--- config.mk ---
export PLATFORM = sky130hd
export DESIGN_NAME = udp_row_rx_flat
export DESIGN_NICKNAME = d
export VERILOG_FILES = /design/src/rtl/udp_row_rx_if.sv /design/src/rtl/udp_row_rx.sv /design/src/flat_wrapper.sv
export SDC_FILE = /design/constraint.sdc
export NUM_CORES = 1
export LEC_CHECK = 0
export ABC_AREA = 1
export CORE_MARGIN = 2
export CORE_UTILIZATION = 58
export DETAILED_ROUTE_END_ITERATION = 10
export DONT_BUFFER_PORTS = 1
export PLACE_DENSITY = 0.76
export SLEW_MARGIN = 40
export SYNTH_ARGS = -nofsm -noshare
export SYNTH_HDL_FRONTEND = slang
export SYNTH_SLANG_ARGS = --single-unit
--- constraint.sdc ---
create_clock -name clk -period 2.3 [get_ports clk]
set_input_delay 0.46 -clock clk [delete_from_list [all_inputs] [get_ports clk]]
set_output_delay 0.46 -clock clk [all_outputs]
set_load 0.02 [all_outputs]
--- src/rtl/udp_row_rx_if.sv ---
// Byte-stream and row-output bundle for udp_row_rx: GMII receive side in, packed row bytes and
// per-frame status out.
interface udp_row_rx_if #(
  parameter int unsigned IMAGE_WIDTH = 1280
);
  localparam int unsigned ADDR_W = $clog2(IMAGE_WIDTH / 8);

  logic              gmii_rx_dv;
  logic [7:0]        gmii_rxd;
  logic [7:0]        pix_byte;
  logic              pix_byte_valid;
  logic [ADDR_W-1:0] pix_byte_addr;
  logic [15:0]       row_index;
  logic              row_start;
  logic              row_done;
  logic              row_ok;
  logic [15:0]       drop_cnt;

  modport master (
    output gmii_rx_dv, gmii_rxd,
    input  pix_byte, pix_byte_valid, pix_byte_addr, row_index, row_start, row_done, row_ok,
           drop_cnt
  );

  modport slave (
    input  gmii_rx_dv, gmii_rxd,
    output pix_byte, pix_byte_valid, pix_byte_addr, row_index, row_start, row_done, row_ok,
           drop_cnt
  );
endinterface

--- src/rtl/udp_row_rx.sv ---
// GMII Ethernet/IPv4/UDP receiver that extracts one binarised image row per frame.
// Define CRC_CHECK_EN to qualify row_ok with the frame CRC-32 residue.
module udp_row_rx #(
  parameter int unsigned IMAGE_WIDTH    = 1280,
  parameter int unsigned DATA_LENGTH    = IMAGE_WIDTH / 8 + 2,
  parameter logic [47:0] LOCAL_MAC      = 48'h00_0a_35_01_fe_c0,
  parameter logic [31:0] LOCAL_IP       = 32'hc0_a8_00_03,
  parameter logic [15:0] LOCAL_UDP_PORT = 16'd6102
) (
  input logic         clk,
  input logic         rst_p,
  udp_row_rx_if.slave bus
);
  localparam int unsigned PixBytes = IMAGE_WIDTH / 8;
  localparam int unsigned ADDR_W   = $clog2(PixBytes);
  localparam int unsigned CntW     = (ADDR_W > 5) ? ADDR_W : 5;
  localparam logic [15:0] IpTotLen = 16'(DATA_LENGTH + 28);
  localparam logic [15:0] UdpLen   = 16'(DATA_LENGTH + 8);
  localparam logic [CntW-1:0] LastPix = CntW'(PixBytes - 1);

  typedef enum logic [3:0] {
    StIdle, StPreamble, StEthHdr, StIpHdr, StUdpHdr, StRowIdx, StPayload, StFcs, StTail, StDrop
  } state_e;

  state_e            state_q;
  logic [CntW-1:0]   cnt_q;
  logic              dv_q, mac_loc_q, mac_bc_q;
  logic [7:0]        row_hi_q;
  logic [7:0]        pix_byte_q;
  logic              pix_valid_q;
  logic [ADDR_W-1:0] pix_addr_q;
  logic [15:0]       row_index_q;
  logic              row_start_q, row_done_q, row_ok_q;
  logic [15:0]       drop_cnt_q;

  logic       dv;
  logic [7:0] rxd;
  logic       hdr_bad, mac_loc_d, mac_bc_d, drop_inc, crc_good;
  logic [7:0] mac_byte;

  assign dv  = bus.gmii_rx_dv;
  assign rxd = bus.gmii_rxd;

  // hdr_bad flags the current byte as a reason to abandon the frame in the current state.
  always_comb begin
    hdr_bad  = 1'b0;
    mac_byte = 8'h00;
    for (int i = 0; i < 6; i++) if (cnt_q == CntW'(i)) mac_byte = LOCAL_MAC[47-8*i -: 8];
    mac_loc_d = (cnt_q == '0 || mac_loc_q) && rxd == mac_byte;
    mac_bc_d  = (cnt_q == '0 || mac_bc_q) && rxd == 8'hff;
    case (state_q)
      StIdle:     hdr_bad = rxd != 8'h55 && rxd != 8'hd5;
      StPreamble: hdr_bad = rxd != 8'hd5 && !(rxd == 8'h55 && cnt_q < CntW'(6));
      StEthHdr: begin
        if (cnt_q < CntW'(6))        hdr_bad = !(mac_loc_d || mac_bc_d);
        else if (cnt_q == CntW'(12)) hdr_bad = rxd != 8'h08;
        else if (cnt_q == CntW'(13)) hdr_bad = rxd != 8'h00;
      end
      StIpHdr: begin
        if (cnt_q == CntW'(0))      hdr_bad = rxd != 8'h45;
        else if (cnt_q == CntW'(2)) hdr_bad = rxd != IpTotLen[15:8];
        else if (cnt_q == CntW'(3)) hdr_bad = rxd != IpTotLen[7:0];
        else if (cnt_q == CntW'(9)) hdr_bad = rxd != 8'h11;
        for (int i = 0; i < 4; i++) begin
          if (cnt_q == CntW'(16 + i)) hdr_bad = rxd != LOCAL_IP[31-8*i -: 8];
        end
      end
      StUdpHdr: begin
        if (cnt_q == CntW'(2))      hdr_bad = rxd != LOCAL_UDP_PORT[15:8];
        else if (cnt_q == CntW'(3)) hdr_bad = rxd != LOCAL_UDP_PORT[7:0];
        else if (cnt_q == CntW'(4)) hdr_bad = rxd != UdpLen[15:8];
        else if (cnt_q == CntW'(5)) hdr_bad = rxd != UdpLen[7:0];
      end
      default: hdr_bad = 1'b0;
    endcase
  end

  assign drop_inc = (dv && hdr_bad && (state_q != StIdle || !dv_q))
                 || (!dv && state_q inside {StEthHdr, StIpHdr, StUdpHdr, StRowIdx, StPayload, StFcs})
                 || (!dv && state_q == StTail && !crc_good);

`ifdef CRC_CHECK_EN
  logic [31:0] crc_q, crc_d;

  always_comb begin
    crc_d = crc_q ^ {24'h0, rxd};
    for (int i = 0; i < 8; i++) crc_d = crc_d[0] ? ((crc_d >> 1) ^ 32'hedb8_8320) : (crc_d >> 1);
  end

  always_ff @(posedge clk or posedge rst_p) begin
    if (rst_p) begin
      crc_q <= '1;
    end else if (state_q inside {StIdle, StPreamble}) begin
      crc_q <= '1;
    end else if (dv && state_q inside {StEthHdr, StIpHdr, StUdpHdr, StRowIdx, StPayload, StFcs}) begin
      crc_q <= crc_d;
    end
  end

  // Shift-right register form of the 0xC704DD7B residue.
  assign crc_good = crc_q == 32'hdebb_20e3;
`else
  assign crc_good = 1'b1;
`endif

  always_ff @(posedge clk or posedge rst_p) begin
    if (rst_p) begin
      state_q     <= StIdle;
      cnt_q       <= '0;
      dv_q        <= 1'b1;  // a frame already in flight at release must not look like a new edge
      mac_loc_q   <= 1'b0;
      mac_bc_q    <= 1'b0;
      row_hi_q    <= 8'h00;
      pix_byte_q  <= 8'h00;
      pix_valid_q <= 1'b0;
      pix_addr_q  <= '0;
      row_index_q <= 16'h0000;
      row_start_q <= 1'b0;
      row_done_q  <= 1'b0;
      row_ok_q    <= 1'b0;
      drop_cnt_q  <= 16'h0000;
    end else begin
      dv_q        <= dv;
      pix_valid_q <= 1'b0;
      row_start_q <= 1'b0;
      row_done_q  <= 1'b0;
      row_ok_q    <= 1'b0;
      if (dv) cnt_q <= cnt_q + 1'b1;
      if (drop_inc && drop_cnt_q != 16'hffff) drop_cnt_q <= drop_cnt_q + 1'b1;

      if (state_q != StIdle && !dv) begin
        state_q <= StIdle;
        cnt_q   <= '0;
        if (state_q inside {StRowIdx, StPayload, StFcs, StTail}) begin
          row_done_q <= 1'b1;
          row_ok_q   <= (state_q == StTail) && crc_good;
        end
      end else if (state_q != StIdle && hdr_bad) begin
        state_q <= StDrop;
        cnt_q   <= '0;
      end else begin
        case (state_q)
          StIdle: begin
            if (dv && !dv_q) begin
              cnt_q <= '0;
              if (hdr_bad)            state_q <= StDrop;
              else if (rxd == 8'hd5)  state_q <= StEthHdr;
              else                    state_q <= StPreamble;
            end
          end
          StPreamble: begin
            if (rxd == 8'hd5) begin
              state_q <= StEthHdr;
              cnt_q   <= '0;
            end
          end
          StEthHdr: begin
            mac_loc_q <= mac_loc_d;
            mac_bc_q  <= mac_bc_d;
            if (cnt_q == CntW'(13)) begin
              state_q <= StIpHdr;
              cnt_q   <= '0;
            end
          end
          StIpHdr: begin
            if (cnt_q == CntW'(19)) begin
              state_q <= StUdpHdr;
              cnt_q   <= '0;
            end
          end
          StUdpHdr: begin
            if (cnt_q == CntW'(7)) begin
              state_q <= StRowIdx;
              cnt_q   <= '0;
            end
          end
          StRowIdx: begin
            if (cnt_q == '0) begin
              row_hi_q <= rxd;
            end else begin
              row_index_q <= {row_hi_q, rxd};
              row_start_q <= 1'b1;
              state_q     <= StPayload;
              cnt_q       <= '0;
            end
          end
          StPayload: begin
            pix_byte_q  <= rxd;
            pix_valid_q <= 1'b1;
            pix_addr_q  <= ADDR_W'(cnt_q);
            if (cnt_q == LastPix) begin
              state_q <= StFcs;
              cnt_q   <= '0;
            end
          end
          StFcs: begin
            if (cnt_q == CntW'(3)) begin
              state_q <= StTail;
              cnt_q   <= '0;
            end
          end
          default: ;
        endcase
      end
    end
  end

  assign bus.pix_byte       = pix_byte_q;
  assign bus.pix_byte_valid = pix_valid_q;
  assign bus.pix_byte_addr  = pix_addr_q;
  assign bus.row_index      = row_index_q;
  assign bus.row_start      = row_start_q;
  assign bus.row_done       = row_done_q;
  assign bus.row_ok         = row_ok_q;
  assign bus.drop_cnt       = drop_cnt_q;
endmodule
--- src/flat_wrapper.sv ---
// flat-port wrapper written by rule: the top's interface ports become plain ports
module udp_row_rx_flat 
#(
  parameter int unsigned IMAGE_WIDTH    = 1280,
  parameter int unsigned DATA_LENGTH    = IMAGE_WIDTH / 8 + 2,
  parameter logic [47:0] LOCAL_MAC      = 48'h00_0a_35_01_fe_c0,
  parameter logic [31:0] LOCAL_IP       = 32'hc0_a8_00_03,
  parameter logic [15:0] LOCAL_UDP_PORT = 16'd6102
)
  (clk, rst_p, bus_gmii_rx_dv, bus_gmii_rxd, bus_pix_byte, bus_pix_byte_valid, bus_pix_byte_addr, bus_row_index, bus_row_start, bus_row_done, bus_row_ok, bus_drop_cnt);
  udp_row_rx_if #(.IMAGE_WIDTH(IMAGE_WIDTH)) bus_i ();
  input logic clk;
  input logic rst_p;
  input wire logic [$bits(bus_i.gmii_rx_dv)-1:0] bus_gmii_rx_dv;
  input wire logic [$bits(bus_i.gmii_rxd)-1:0] bus_gmii_rxd;
  output wire logic [$bits(bus_i.pix_byte)-1:0] bus_pix_byte;
  output wire logic [$bits(bus_i.pix_byte_valid)-1:0] bus_pix_byte_valid;
  output wire logic [$bits(bus_i.pix_byte_addr)-1:0] bus_pix_byte_addr;
  output wire logic [$bits(bus_i.row_index)-1:0] bus_row_index;
  output wire logic [$bits(bus_i.row_start)-1:0] bus_row_start;
  output wire logic [$bits(bus_i.row_done)-1:0] bus_row_done;
  output wire logic [$bits(bus_i.row_ok)-1:0] bus_row_ok;
  output wire logic [$bits(bus_i.drop_cnt)-1:0] bus_drop_cnt;
  assign bus_i.gmii_rx_dv = bus_gmii_rx_dv;
  assign bus_i.gmii_rxd = bus_gmii_rxd;
  assign bus_pix_byte = bus_i.pix_byte;
  assign bus_pix_byte_valid = bus_i.pix_byte_valid;
  assign bus_pix_byte_addr = bus_i.pix_byte_addr;
  assign bus_row_index = bus_i.row_index;
  assign bus_row_start = bus_i.row_start;
  assign bus_row_done = bus_i.row_done;
  assign bus_row_ok = bus_i.row_ok;
  assign bus_drop_cnt = bus_i.drop_cnt;
  udp_row_rx #(.IMAGE_WIDTH(IMAGE_WIDTH), .DATA_LENGTH(DATA_LENGTH), .LOCAL_MAC(LOCAL_MAC), .LOCAL_IP(LOCAL_IP), .LOCAL_UDP_PORT(LOCAL_UDP_PORT)) u_core (.clk(clk), .rst_p(rst_p), .bus(bus_i));
endmodule
==> flow_metrics.tcl, run 1 <==
set metrics [dict create \
    grt_pass1_wl_microns 18290 \
    grt_antenna_before_repair 0 \
    die_area_sq_um 8016 \
    length_of_routed_wiring_on_met1_microns 4773 \
    most-common-layout-cells "sky130_fd_sc_hd__nand2_1 (160), sky130_fd_sc_hd__dfrtp_1 (72), sky130_fd_sc_hd__buf_4 (65), sky130_fd_sc_hd__inv_1 (54), sky130_fd_sc_hd__nand3_1 (46)" \
    seq_area_sq_um 1881 \
    die_width_microns 89.53 \
    grtUsageTotal 0.3009 \
    synth.yosys.seq_area_share 0.4426 \
    post_drt_wl_per_cell_microns 15.54 \
    timing_worst_slew_pin_value_ns 0.8317 \
    vias_per_inst 5.566 \
    clock_insertion_delay_worst_skew_ns 0.36 \
    worstHoldPathType "input pin to async pin" \
    leakage_nw 2.562 \
    worst_slew_margin_relative_to_its_limit 0.4418 \
    worst-setup-path-type "register to register" \
    syn-num-nets 590 \
    grt_pass1_vias 3796 \
    setup_viol_count_final 36 \
    layout_commonest_cell "sky130_fd_sc_hd__nand2_1" \
    fillerInstances 541 \
    crit_fanout 8 \
    timing.max_cap.violations 0 \
    dr.pass1.iters 5 \
    die_h_microns 89.53 \
    synth-edff-count 0 \
    worst-endpoint-arrival_ns 2.66 \
    cp_cell_sequence "inv_4 -> ha_4 -> nand2_4 -> nor2_4 -> nand2_2 -> nand2_2 -> nand2_1 -> nand2_1 -> nand2_2 -> nand2_1 -> nor2_1 -> nand2_1 -> nand2_1 -> nand2_1 -> nand2_2 -> nand2_8 -> nand2_8 -> nand2_8 -> nand2_8 -> nand2_1 -> nand2_1" \
    cts_stage_hold_buffer_count 0 \
    worstPathBufferInverterCount 1 \
    fin_crit_sh 1.052 \
    multi_input_comb_area_sq_um 2442 \
    cts_made_buffers 9 \
    cts.reportedPaths.clkPinSlew_ns 0.09 \
    antenna_left 0 \
    floorplan.initialDensity 0.5913 \
    startpoint "u_core.cnt_q[0]$_DFF_PP0_" \
    cp_common_cell "sky130_fd_sc_hd__nand2_1" \
    vias_after_detailed_routing 4180 \
    timing.final.hold_violations 0 \
    met2_wirelength_microns 5857 \
    clock_tree.htree_level_count 3 \
    highest-signal-layer "met4" \
    cpMaxStageDelayCell "sky130_fd_sc_hd__dfrtp_2" \
    core_sq_um 7176 \
    status "complete, but fails checks" \
    max_freq_ghz 0.4132 \
    routability_congestion 1.058 \
    critical_path.reg2reg.startpoint "u_core.cnt_q[0]$_DFF_PP0_" \
    dp_hpwl_microns 7866 \
    grt-ovfl-total 0 \
    number_of_synthesized_register_bits 75 \
    portBuffers 0 \
    share_of_synthesized_registers_carrying_an_async_set_or_reset 1.000 \
    synth.distinct_cells 38 \
    crit_path_max_incr_delay_ns 0.48 \
    cts_root_buffer "sky130_fd_sc_hd__clkbuf_8" \
    post_route_cells_drive_above_1_share 0.2638 \
    drc_errors 0 \
    rsz0062_at_grt "yes" \
    violations "negative setup slack" \
    powerDensity_nw_per_um2 1090 \
    top_delay_family_on_crit_path "simple AND/OR/NAND/NOR gates" \
    final_worst_path_setup_slack_ns -0.1203 \
    met3RoutedLength_microns 647 \
    most_instantiated_flip_flop_cell_in_the_synthesis_netlist "sky130_fd_sc_hd__dfrtp_1" \
    timing.final.max_slew_violations 0 \
    syn_inst 574 \
    synth.yosys.warnings 0 \
    grt_max_degree 44 \
    syn-cell-area_sq_um 4243 \
    syn-mean-instance-area_sq_um 7.392 \
    finalNetCount 663 \
    antenna_cells 0 \
    cts.sink_count 75 \
    iter_0_drt_violations 368 \
    critical_path.endpoint_type "register" \
    ir_drop_mv 0.9601 \
    rrSetupSlack_ns -0.12 \
    routed_wirelength_microns 11670 \
    clock_tree_from_tritoncts "yes" \
    layout-area-overhead-vs-synth_pct 27.13 \
    cts_buffer_depth 2 \
    number_of_standard_cell_rows_in_the_floorplan 31 \
    rr_worst_depth 21 \
    period_needed_ns 2.420 \
    startpoint_type "register" \
    r2r_end "u_core.bus.drop_cnt[14]$_DFFE_PP0P_" \
    final.setup_skew_ns 0.01145 \
    top_level_ports 63 \
    critical_path_required_ns 2.54 \
    pre_cts_ws_ns -0.1518 \
    final.hold.worst_slack_ns 0.08819 \
]
flip-flops by register name, indices dropped and copies added, names as in the netlist, 4 cells and up:
signal and flops:
u_core.row_hi_q 8, u_core.bus.pix_byte_addr 8, u_core.bus.pix_byte 8, u_core.cnt_q 8
u_core.bus.row_index 16, u_core.bus.drop_cnt 16, u_core.state_q 4
through the flow:
step,instances,power [W],instance area [sq um],utilization,TNS (ns)
2_1_floorplan,574,0.003493,4247,-,0
3_3_place_gp,722,0.004009,4761,0.6635,-2.370
3_5_place_dp,722,0.004079,4761,0.6635,-3.182
4_1_cts,748,0.005360,5125,0.7142,-0.2728
5_1_grt,751,0.006278,5394,0.7517,-9.543
6_report,751,0.005880,5394,0.7517,-2.467
cell type report:
cell class,count,area share
Multi-Input combinational cell,431,0.4528
Sequential cell,75,0.3486
Timing Repair Buffer,69,0.09882
Inverter,61,0.04361
Clock buffer,11,0.02621
Tap cell,99,0.02296
Clock inverter,5,0.006959
worst max-delay path by stage:
stage,depth (start not counted),end
6_report,21,u_core.bus.drop_cnt[14]$_DFFE_PP0P_
5_1_grt,20,u_core.bus.drop_cnt[14]$_DFFE_PP0P_
4_1_cts,19,u_core.bus.drop_cnt[9]$_DFFE_PP0P_
3_5_place_dp,19,u_core.bus.drop_cnt[9]$_DFFE_PP0P_
3_3_place_gp,19,u_core.bus.drop_cnt[15]$_DFFE_PP0P_
2_1_floorplan,19,u_core.bus.drop_cnt[1]$_DFFE_PP0P_
synth_stat cells, types with 3 or more instances:
cell	instances	area share
sky130_fd_sc_hd__nor2_1	53	0.047
sky130_fd_sc_hd__nor4_1	3	0.0044
sky130_fd_sc_hd__nand2_2	3	0.0044
sky130_fd_sc_hd__ha_1	5	0.015
sky130_fd_sc_hd__nand3_1	48	0.057
sky130_fd_sc_hd__o21ai_1	8	0.0094
sky130_fd_sc_hd__xnor2_1	4	0.0083
sky130_fd_sc_hd__o21ai_0	39	0.046
sky130_fd_sc_hd__nand4_1	7	0.010
sky130_fd_sc_hd__dfrtp_1	74	0.44
sky130_fd_sc_hd__inv_1	57	0.050
sky130_fd_sc_hd__nor2_2	5	0.0074
sky130_fd_sc_hd__xor2_1	13	0.027
sky130_fd_sc_hd__nand2_4	5	0.013
sky130_fd_sc_hd__nor2_4	3	0.0080
sky130_fd_sc_hd__a21oi_1	10	0.012
sky130_fd_sc_hd__inv_2	4	0.0035
sky130_fd_sc_hd__nor3_1	14	0.017
sky130_fd_sc_hd__clkbuf_1	8	0.0071
sky130_fd_sc_hd__nand2_1	189	0.17
per-layer routing:
| metal | vias to the layer above | track usage |
|---|---|---|
| met4 | 0 | 0.1289 |
| li1 | 2001 | - |
| met3 | 37 | 0.04524 |
| met1 | 1968 | 0.3874 |
| met5 | - | 0 |
| met2 | 174 | 0.5044 |
repair_timing:
action | CTS | global route
pin swaps | 8 | 23
setup endpoints to repair | 37 | 38
cloned | 4 | 0
gates resized for setup | 21 | 67
buffers inserted | 6 | 3
cells by family (layout without fill, tap and decap cells):
kind of cell | count (synthesis) | count (layout) | share of synthesized area
buffers and inverters | 72 | 146 | 0.06812
flip-flops | 75 | 75 | 0.4426
AO/OA/AOI/OAI | 66 | 66 | 0.08434
XOR/XNOR | 17 | 17 | 0.03509
adder cells (fa/ha/maj) | 5 | 5 | 0.01474
AND/OR/NAND/NOR | 339 | 343 | 0.3551
worst register-to-register path: cells and delay by family (launching register included):
family        cells  cell delay (ns)
simple gates     19             1.58
flops             1             0.48
fa+ha+maj         1             0.13
buf+inv           1             0.10
power breakdown:
group | internal [W] | total [W] | switching [W]
sequential | 0.00165 | 0.00217 | 0.000517
combinational | 0.00107 | 0.00277 | 0.00169
clock | 0.000425 | 0.000945 | 0.000519
No activity file was read; power rests on OpenSTA's default activity.
==> inputs of run 2 (changes only) <==
--- a/config.mk
+++ b/config.mk
@@ -8,6 +8,7 @@
 export ABC_AREA = 1
 export CORE_MARGIN = 2
 export CORE_UTILIZATION = 58
+export CTS_CLUSTER_SIZE = 14
 export DETAILED_ROUTE_END_ITERATION = 10
 export DONT_BUFFER_PORTS = 1
 export PLACE_DENSITY = 0.76
==> results of run 2 <==
Same layout as run 1: the final DEF is identical, and so are final timing and power.
==> inputs of run 3 (changes only) <==
--- a/config.mk
+++ b/config.mk
@@ -7,12 +7,12 @@
 export LEC_CHECK = 0
 export ABC_AREA = 1
 export CORE_MARGIN = 2
-export CORE_UTILIZATION = 58
+export CORE_UTILIZATION = 60
 export CTS_CLUSTER_SIZE = 14
 export DETAILED_ROUTE_END_ITERATION = 10
 export DONT_BUFFER_PORTS = 1
 export PLACE_DENSITY = 0.76
-export SLEW_MARGIN = 40
+export SLEW_MARGIN = 10
 export SYNTH_ARGS = -nofsm -noshare
 export SYNTH_HDL_FRONTEND = slang
 export SYNTH_SLANG_ARGS = --single-unit
==> constraint.sdc (replaced) <==
create_clock -name clk -period 2.8 [get_ports clk]
set_input_delay 0.56 -clock clk [delete_from_list [all_inputs] [get_ports clk]]
set_output_delay 0.56 -clock clk [all_outputs]
set_load 0.02 [all_outputs]
==> run 3 against run 2 <==
  * The flow now finishes without violations
  * Largest power group is now sequential cells
  * Wire length down 14%
  * Critical endpoint is now u_core.bus.drop_cnt[15]$_DFFE_PP0P_
  * Largest cell class unchanged
  * Highest routed layer unchanged
  * Register-to-register slack better by 0.42 ns
  * Power down 31%
  * Clock-buffer cell count down 1
==> flow_metrics.tcl, run 3 (synthesis gave the netlist of run 1 again) <==
set metrics [dict create \
    worstHoldPathType "input pin to async pin" \
    grt_antenna_before_repair 0 \
    grt_most_used_layer "met2" \
    die_h_microns 88.09 \
    powerDensity_nw_per_um2 885.0 \
    die_area_sq_um 7760 \
    cts_root_buffer "sky130_fd_sc_hd__clkbuf_8" \
    rr_worst_depth 19 \
    finish.utilization 0.6681 \
    seq_area_sq_um 1878 \
    timing.final.max_slew_violations 0 \
    multi_input_comb_area_sq_um 2092 \
    layout_commonest_cell "sky130_fd_sc_hd__nand2_1" \
    crit_path_max_incr_delay_ns 0.42 \
    routability_congestion 0.9258 \
    top_level_ports 63 \
    final.setup_skew_ns 0.01774 \
    post_drt_wl_per_cell_microns 14.72 \
    period_needed_ns 2.500 \
    gr-usage-met2 0.4628 \
    rrSetupSlack_ns 0.30 \
    grt-ovfl-total 0 \
    ir_drop_mv 0.6197 \
    max_freq_ghz 0.4000 \
    routed_wirelength_microns 10010 \
    dp_hpwl_microns 7524 \
    antenna_left 0 \
    status "completed" \
    portBuffers 0 \
    worst-setup-path-type "register to register" \
    drc_errors 0 \
    antenna_cells 0 \
    rsz0062_at_grt "no" \
    clock_tree.htree_level_count 3 \
    totalNegativeSetupSlack_ns 0 \
    cts.sink_count 75 \
    clock_insertion_delay_worst_skew_ns 0.35 \
    grt_max_degree 45 \
    crit_fanout 17 \
    post_route_cells_drive_above_1_share 0.08733 \
    startpoint_type "register" \
    cts_stage_hold_buffer_count 0 \
    core_sq_um 6832 \
    fin_crit_sh 0.8929 \
    worst_slew_margin_relative_to_its_limit 0.5440 \
    grtUsageTotal 0.2793 \
    timing.final.hold_violations 0 \
    critical_path.reg2reg.startpoint "u_core.cnt_q[0]$_DFF_PP0_" \
    grt.met1_usage 0.3586 \
    floorplan.initialDensity 0.6211 \
    cts.reportedPaths.clkPinSlew_ns 0.08 \
    vias_after_detailed_routing 3717 \
    dr.pass1.iters 5 \
    most-common-layout-cells "sky130_fd_sc_hd__nand2_1 (189), sky130_fd_sc_hd__dfrtp_1 (74), sky130_fd_sc_hd__inv_1 (56), sky130_fd_sc_hd__nor2_1 (53), sky130_fd_sc_hd__nand3_1 (48)" \
    grt_use_met3 0.06032 \
    cts_buffer_depth 2 \
    worst-endpoint-arrival_ns 2.73 \
    layout-area-overhead-vs-synth_pct 7.579 \
    number_of_standard_cell_rows_in_the_floorplan 30 \
    critical_path.endpoint_type "register" \
    fillerInstances 635 \
    die_width_microns 88.09 \
    cp_common_cell "sky130_fd_sc_hd__nand2_1" \
    cpMaxStageDelayCell "sky130_fd_sc_hd__dfrtp_1" \
    leakage_nw 2.221 \
    critical_path_required_ns 3.03 \
    setup_viol_count_final 0 \
    timing.max_cap.violations 0 \
    grt_pass1_vias 3520 \
    cp_cell_sequence "inv_1 -> ha_2 -> nand3_1 -> a21oi_1 -> nand2_1 -> nand2_1 -> nor2_1 -> nand2_1 -> nor2_1 -> nand2_1 -> nand2_1 -> nand2_1 -> nand2_2 -> nand2_4 -> nand2_2 -> nand2_4 -> nand2_8 -> nand2_1 -> nand2_1" \
    clock_tree_from_tritoncts "yes" \
    vias_per_inst 5.466 \
    iter_0_drt_violations 216 \
    finalNetCount 595 \
    r2r_end "u_core.bus.drop_cnt[15]$_DFFE_PP0P_" \
    grt_pass1_wl_microns 16790 \
    timing_worst_slew_pin_value_ns 0.6803 \
    cts_made_buffers 9 \
]
-- run 3: worst max path at each step --
stage | startpoint | endpoint | slack [ns] | cells past startpoint
after global routing | u_core.cnt_q[1]$_DFF_PP0_ | u_core.bus.drop_cnt[2]$_DFFE_PP0P_ | 0.01 | 19
after CTS | u_core.cnt_q[0]$_DFF_PP0_ | u_core.bus.drop_cnt[15]$_DFFE_PP0P_ | 0.23 | 19
after floorplan | rst_p | u_core.bus.drop_cnt[0]$_DFFE_PP0P_ | 0.33 | 1
after global placement | bus_gmii_rxd[2] | u_core.bus.drop_cnt[15]$_DFFE_PP0P_ | 0.16 | 17
final | u_core.cnt_q[0]$_DFF_PP0_ | u_core.bus.drop_cnt[15]$_DFFE_PP0P_ | 0.30 | 19
after detailed placement | bus_gmii_rxd[2] | u_core.bus.drop_cnt[12]$_DFFE_PP0P_ | 0.15 | 17
-- run 3: through the flow --
| stage | hold WS [ns] | power, W | cells | setup slack (ns) | instance area (sq um) |
|---|---|---|---|---|---|
| floorplan | 0.4455 | 0.002869 | 574 | 0.3317 | 4243 |
| global placement | 0.4600 | 0.003107 | 664 | 0.1582 | 4340 |
| detailed placement | 0.4703 | 0.003157 | 664 | 0.1482 | 4340 |
| CTS | 0.1786 | 0.004043 | 680 | 0.2285 | 4548 |
| global route | 0.1787 | 0.004357 | 680 | 0.01050 | 4564 |
| finish | 0.1738 | 0.004039 | 680 | 0.2999 | 4564 |
-- run 3: final cells by class --
cell class,instances,share of cell area
clock buffer,10,0.03015
clock inverter,6,0.01535
inverter,61,0.05016
multi-input combinational,427,0.4583
sequential,75,0.4115
tap,96,0.02632
timing repair buffer,5,0.008224
-- run 3: repair_timing --
| action | 4_1_cts | 5_1_grt |
|---|---|---|
| setup endpoints to repair | 0 | 18 |
| buffers inserted | 0 | 0 |
| gates resized for setup | 0 | 3 |
-- run 3: per-layer routing --
layer,vias up,share of wire
li1,1855,-
met1,1751,0.44
met2,85,0.49
met3,26,0.039
met4,0,0.027
met5,-,0
-- run 3: report_power, final --
part | switching (W) | internal [W] | leakage, nW
Sequential | 0.000453 | 0.00136 | 1.02
Combinational | 0.000911 | 0.000443 | 1.10
Clock | 0.000430 | 0.000446 | 0.108
-- run 3: worst max-delay path: cells and delay by family (launching register included) --
family          cells  cell delay [ns]
fa+ha+maj           1             0.24
buf+inv             1             0.14
simple gates       16             1.28
flops               1             0.42
compound gates      1             0.28
==> RTL change 1: new RTL, settings of run 2 <==
`IMAGE_WIDTH` is set to 1280 in 3 places; all go to 5120.
--- a/src/rtl/udp_row_rx_if.sv
+++ b/src/rtl/udp_row_rx_if.sv
@@ -1,7 +1,7 @@
 // Byte-stream and row-output bundle for udp_row_rx: GMII receive side in, packed row bytes and
 // per-frame status out.
 interface udp_row_rx_if #(
-  parameter int unsigned IMAGE_WIDTH = 1280
+  parameter int unsigned IMAGE_WIDTH = 5120
 );
   localparam int unsigned ADDR_W = $clog2(IMAGE_WIDTH / 8);
 
--- a/src/rtl/udp_row_rx.sv
+++ b/src/rtl/udp_row_rx.sv
@@ -1,7 +1,7 @@
 // GMII Ethernet/IPv4/UDP receiver that extracts one binarised image row per frame.
 // Define CRC_CHECK_EN to qualify row_ok with the frame CRC-32 residue.
 module udp_row_rx #(
-  parameter int unsigned IMAGE_WIDTH    = 1280,
+  parameter int unsigned IMAGE_WIDTH    = 5120,
   parameter int unsigned DATA_LENGTH    = IMAGE_WIDTH / 8 + 2,
   parameter logic [47:0] LOCAL_MAC      = 48'h00_0a_35_01_fe_c0,
   parameter logic [31:0] LOCAL_IP       = 32'hc0_a8_00_03,
--- a/src/flat_wrapper.sv
+++ b/src/flat_wrapper.sv
@@ -1,7 +1,7 @@
 // flat-port wrapper written by rule: the top's interface ports become plain ports
 module udp_row_rx_flat 
 #(
-  parameter int unsigned IMAGE_WIDTH    = 1280,
+  parameter int unsigned IMAGE_WIDTH    = 5120,
   parameter int unsigned DATA_LENGTH    = IMAGE_WIDTH / 8 + 2,
   parameter logic [47:0] LOCAL_MAC      = 48'h00_0a_35_01_fe_c0,
   parameter logic [31:0] LOCAL_IP       = 32'hc0_a8_00_03,
Ports: changed (resized bus_pix_byte_addr); port bits go from 63 to 65. No check against the original RTL was run, so the function may have changed too.
==> RTL change 1 against run 2 <==
- the run still ends with setup timing left
- cell area decreased by 0.35%
- combinational power fell by 22%
- synthesized area increased by 4.8%
- total power down 18%
- clock skew increased by 0.0044 ns
- worst setup slack improved by 0.073 ns
- sequential cell count is 4 higher
- routed wire length barely moved
- largest cell class unchanged
- largest power group unchanged
==> RTL change 1: results (changes against run 2) <==
[sta]
finClkSkew_ns = 0.0159  ; was 0.0114 ns
slew_headroom_pct = 57.3  ; was 44.2%
setup_slack_ns = -0.0470  ; was -0.120 ns
setup_violations = 29  ; was 36

[setup_path]
crit_path_max_incr_delay_ns = 0.43  ; was 0.48 ns
rr_worst_depth = 19  ; was 21
cpMaxStageDelayCell = dfrtp_1  ; was dfrtp_2
worst_ep_arrival_time_ns = 2.61  ; was 2.66 ns

[place]
routabilityCongestion = 0.944  ; was 1.06
place_area_mm2 = 0.00493  ; was 0.00476 mm^2
hpwl_mm = 8.36  ; was 7.87 mm

[grt]
grt_pass1_vias = 4160  ; was 3796
grt_usage_pct = 29.4  ; was 30.1%
grt_pass1_wl_mm = 19.8  ; was 18.3 mm
grtUsageMet2_pct = 45.2  ; was 50.4%

[routing]
wl_met1_mm = 5.33  ; was 4.77 mm
drt-initial-drc-count = 321  ; was 368
via_per_inst = 5.53  ; was 5.57
wl_per_cell_um = 15.3  ; was 15.5 um

[power]
ir_drop_uv = 746  ; was 960 uV

[yosys]
syn_nets = 609  ; was 590
synth_compound_area_share_pct = 7.23  ; was 8.43%
synth-adder-area-share_pct = 1.41  ; was 1.47%
ys_top_cells_by_count = nand2_1, dfrtp_1, inv_1  ; unchanged
synth_seq_area_share_pct = 44.5  ; was 44.3%

[status]
outcome = finished, violations left  ; unchanged
violations = setup timing  ; unchanged

[cells_and_area]
nFillCells = 589  ; was 541
finish.net_count = 673  ; was 663

==> RTL change 1: cell types whose count changed after synthesis, sizes merged, moves of 3 or more <==
cell          run 2  this run
dfrtp            74        78
o21ai            48        36
buf               3         7
nor2             61        66
a21oi            11         8
inv              61        68
nand2           197       202
nand4             8        26
nand3            49        36
==> RTL change 1: path summary, 6_finish.rpt <==
kind / slack (ns) / endpoint
max in group asynchronous: 1.62 / u_core.dv_q
min in group clk: 0.09 / u_core.dv_q
max: -0.05 / u_core.row_hi_q[7]
max reg2reg: -0.05 / u_core.row_hi_q[7]
min reg2reg: 0.48 / u_core.row_hi_q[5]
min: 0.04 / u_core.bus.pix_byte[1]
==> RTL change 1: worst register-to-register path: cells and delay by family, from the launching register on <==
family / cells / cell delay, ns
buffers and inverters: 3 / 0.25
adders and majority gates: 1 / 0.19
and+or+nand+nor: 14 / 1.22
AOI/OAI and AO/OA: 1 / 0.17
DFF: 1 / 0.43
==> RTL change 1: stage by stage <==
stage,setup slack [ns],total power [mW]
final,-0.0470,4.81
after global routing,-0.300,5.09
after CTS,-0.0470,4.75
after detailed placement,-0.277,3.34
after global placement,-0.261,3.31
after floorplan,0.123,2.88
==> RTL change 1: report_power, final <==
| group | internal, mW | switching (mW) |
|---|---|---|
| Sequential | 1.51 | 0.182 |
| Clock | 0.402 | 0.560 |
| Combinational | 0.803 | 1.35 |
| Total | 2.72 | 2.10 |
==> RTL change 1: final cells by class <==
cell class | instances | area (um^2) | share of cell area, %
Tap cell | 99 | 124 | 2.30
Timing Repair Buffer | 63 | 493 | 9.17
Clock inverter | 7 | 56.3 | 1.05
Clock buffer | 9 | 124 | 2.30
Sequential cell | 79 | 1980 | 36.8
Multi-Input combinational cell | 436 | 2340 | 43.6
Inverter | 68 | 259 | 4.82
==> RTL change 2: new RTL, settings of run 2 <==
Without the edit above. One comparison of `cnt_q` changes from == to >=.
--- a/src/rtl/udp_row_rx.sv
+++ b/src/rtl/udp_row_rx.sv
@@ -60,7 +60,7 @@
         if (cnt_q == CntW'(0))      hdr_bad = rxd != 8'h45;
         else if (cnt_q == CntW'(2)) hdr_bad = rxd != IpTotLen[15:8];
         else if (cnt_q == CntW'(3)) hdr_bad = rxd != IpTotLen[7:0];
-        else if (cnt_q == CntW'(9)) hdr_bad = rxd != 8'h11;
+        else if (cnt_q >= CntW'(9)) hdr_bad = rxd != 8'h11;
         for (int i = 0; i < 4; i++) begin
           if (cnt_q == CntW'(16 + i)) hdr_bad = rxd != LOCAL_IP[31-8*i -: 8];
         end
Check against the original RTL: same outputs for any inputs over 10 cycles, from zero or initial values and one cycle with rst_p high; that may be too few to reach the edited logic, so the function may still have changed.
==> RTL change 2 against run 2 <==
- synthesized area fell by 0.68%
- worst setup slack got worse by 0.036 ns
- cell area is 2.2% higher
- clock skew is 0.0057 ns higher
- the run still ends with setup timing left
- routed wire length up 3.9%
- sequential cell count unchanged
- fmax shrank 1.5%
- total power shrank 5.5%
==> RTL change 2: results (changes against run 2) <==
[status]
outcome = finished, violations left  ; unchanged
violations = setup timing  ; unchanged

[sta]
setup_violations = 33  ; was 36
slew_violations = 0  ; unchanged
setup_slack_ns = -0.157  ; was -0.120 ns
finClkSkew_ns = 0.0171  ; was 0.0114 ns
slew_headroom_pct = 59.4  ; was 44.2%

[yosys]
synth.area.top_cells = dfrtp_1, nand2_1, inv_1  ; was dfrtp_1, nand2_1, nand3_1
syn_nets = 574  ; was 590
synth_seq_area_share_pct = 44.6  ; was 44.3%
ys_top_cells_by_count = nand2_1, dfrtp_1, inv_1  ; unchanged

[setup_path]
crit_path_max_incr_delay_ns = 0.46  ; was 0.48 ns
worst_ep_arrival_time_ns = 2.70  ; was 2.66 ns

[grt]
grt_pass1_wl_mm = 16.8  ; was 18.3 mm
grt_usage_pct = 27.3  ; was 30.1%
grtUsageMet2_pct = 44.1  ; was 50.4%
met1_usage_pct = 37.1  ; was 38.7%
grtUsageMet3_pct = 6.46  ; was 4.52%
grt_max_degree = 72  ; was 44

[clocking]
htreeDepth = 3  ; unchanged
clkLatencyLatePin_ns = 0.36  ; about the same

[place]
pre_cts_ws_ns = -0.0929  ; was -0.152 ns
place_area_mm2 = 0.00470  ; was 0.00476 mm^2
routabilityCongestion = 0.977  ; was 1.06
hpwl_mm = 7.75  ; was 7.87 mm

[routing]
wl_met3_um = 930  ; was 647 um
wl_met2_mm = 5.79  ; was 5.86 mm
dr.pass1.iters = 6  ; was 5
wl_met1_mm = 5.11  ; was 4.77 mm
vias = 4126  ; was 4180
drt-initial-drc-count = 435  ; was 368

[worst_hold_path]
min_path_type = in2reg  ; was in2async

[power]
ir_drop_uv = 752  ; was 960 uV

[cells_and_area]
drive_above_1_share_pct = 28.7  ; was 26.4%
finish.net_count = 649  ; was 663
nFillCells = 504  ; was 541

[floorplanning]
core_mm2 = 0.00714  ; was 0.00718 mm^2

==> RTL change 2: cell types whose count changed after synthesis, sizes merged, moves of 5 or more <==
cell / run 2 / this run
nand3: 49 / 44
nand2: 197 / 167
nor4: 3 / 8
inv: 61 / 69
o21ai: 48 / 58
==> RTL change 2: report_power, final <==
group | total, mW | switching (mW) | leakage [nW] | internal [mW]
Clock | 1.19 | 0.514 | 0.112 | 0.674
Combinational | 2.57 | 1.52 | 1.53 | 1.05
Sequential | 1.80 | 0.272 | 0.977 | 1.53
Total | 5.56 | 2.30 | 2.62 | 3.25
==> RTL change 2: cell families (layout without fill, tap and decap cells) <==
logic type | count (synthesis) | after routing | share of synthesized area (%)
simple gates | 300 | 303 | 32.2
buf+inv | 82 | 159 | 7.78
compound gates | 75 | 75 | 9.71
flops | 75 | 75 | 44.6
xor+xnor | 19 | 19 | 3.95
fa+ha+maj | 6 | 6 | 1.78
==> RTL change 2: final cells by class <==
type                            count  share of cell area (%)
Multi-Input combinational cell    403                    43.0
Sequential cell                    75                    34.2
Timing Repair Buffer               74                    11.4
Inverter                           69                    4.90
Clock buffer                       11                    2.75
Tap cell                           99                    2.25
Clock inverter                      5                    1.52
==> RTL change 2: timing repair <==
action	in CTS	in global routing
setup endpoints to repair	33	38
resized for setup	22	67
pin swaps	16	30
cloned	1	3
hold buffers	1	0
buffers inserted	5	14
hold endpoints to repair	4	0
==> RTL change 2: metrics by stage <==
step                      std cells  util [%]  setup TNS, ns  power [mW]  hold WS, ns
after floorplan                 557         -              0        2.96        0.453
after global placement          696      65.8              0        3.43        0.239
after detailed placement        696      65.8          -2.22        3.49        0.238
after CTS                       719      71.0         -0.130        4.83       0.0843
after global routing            736      77.3          -9.46        5.83       0.0804
final                           736      77.3          -3.37        5.56       0.0987
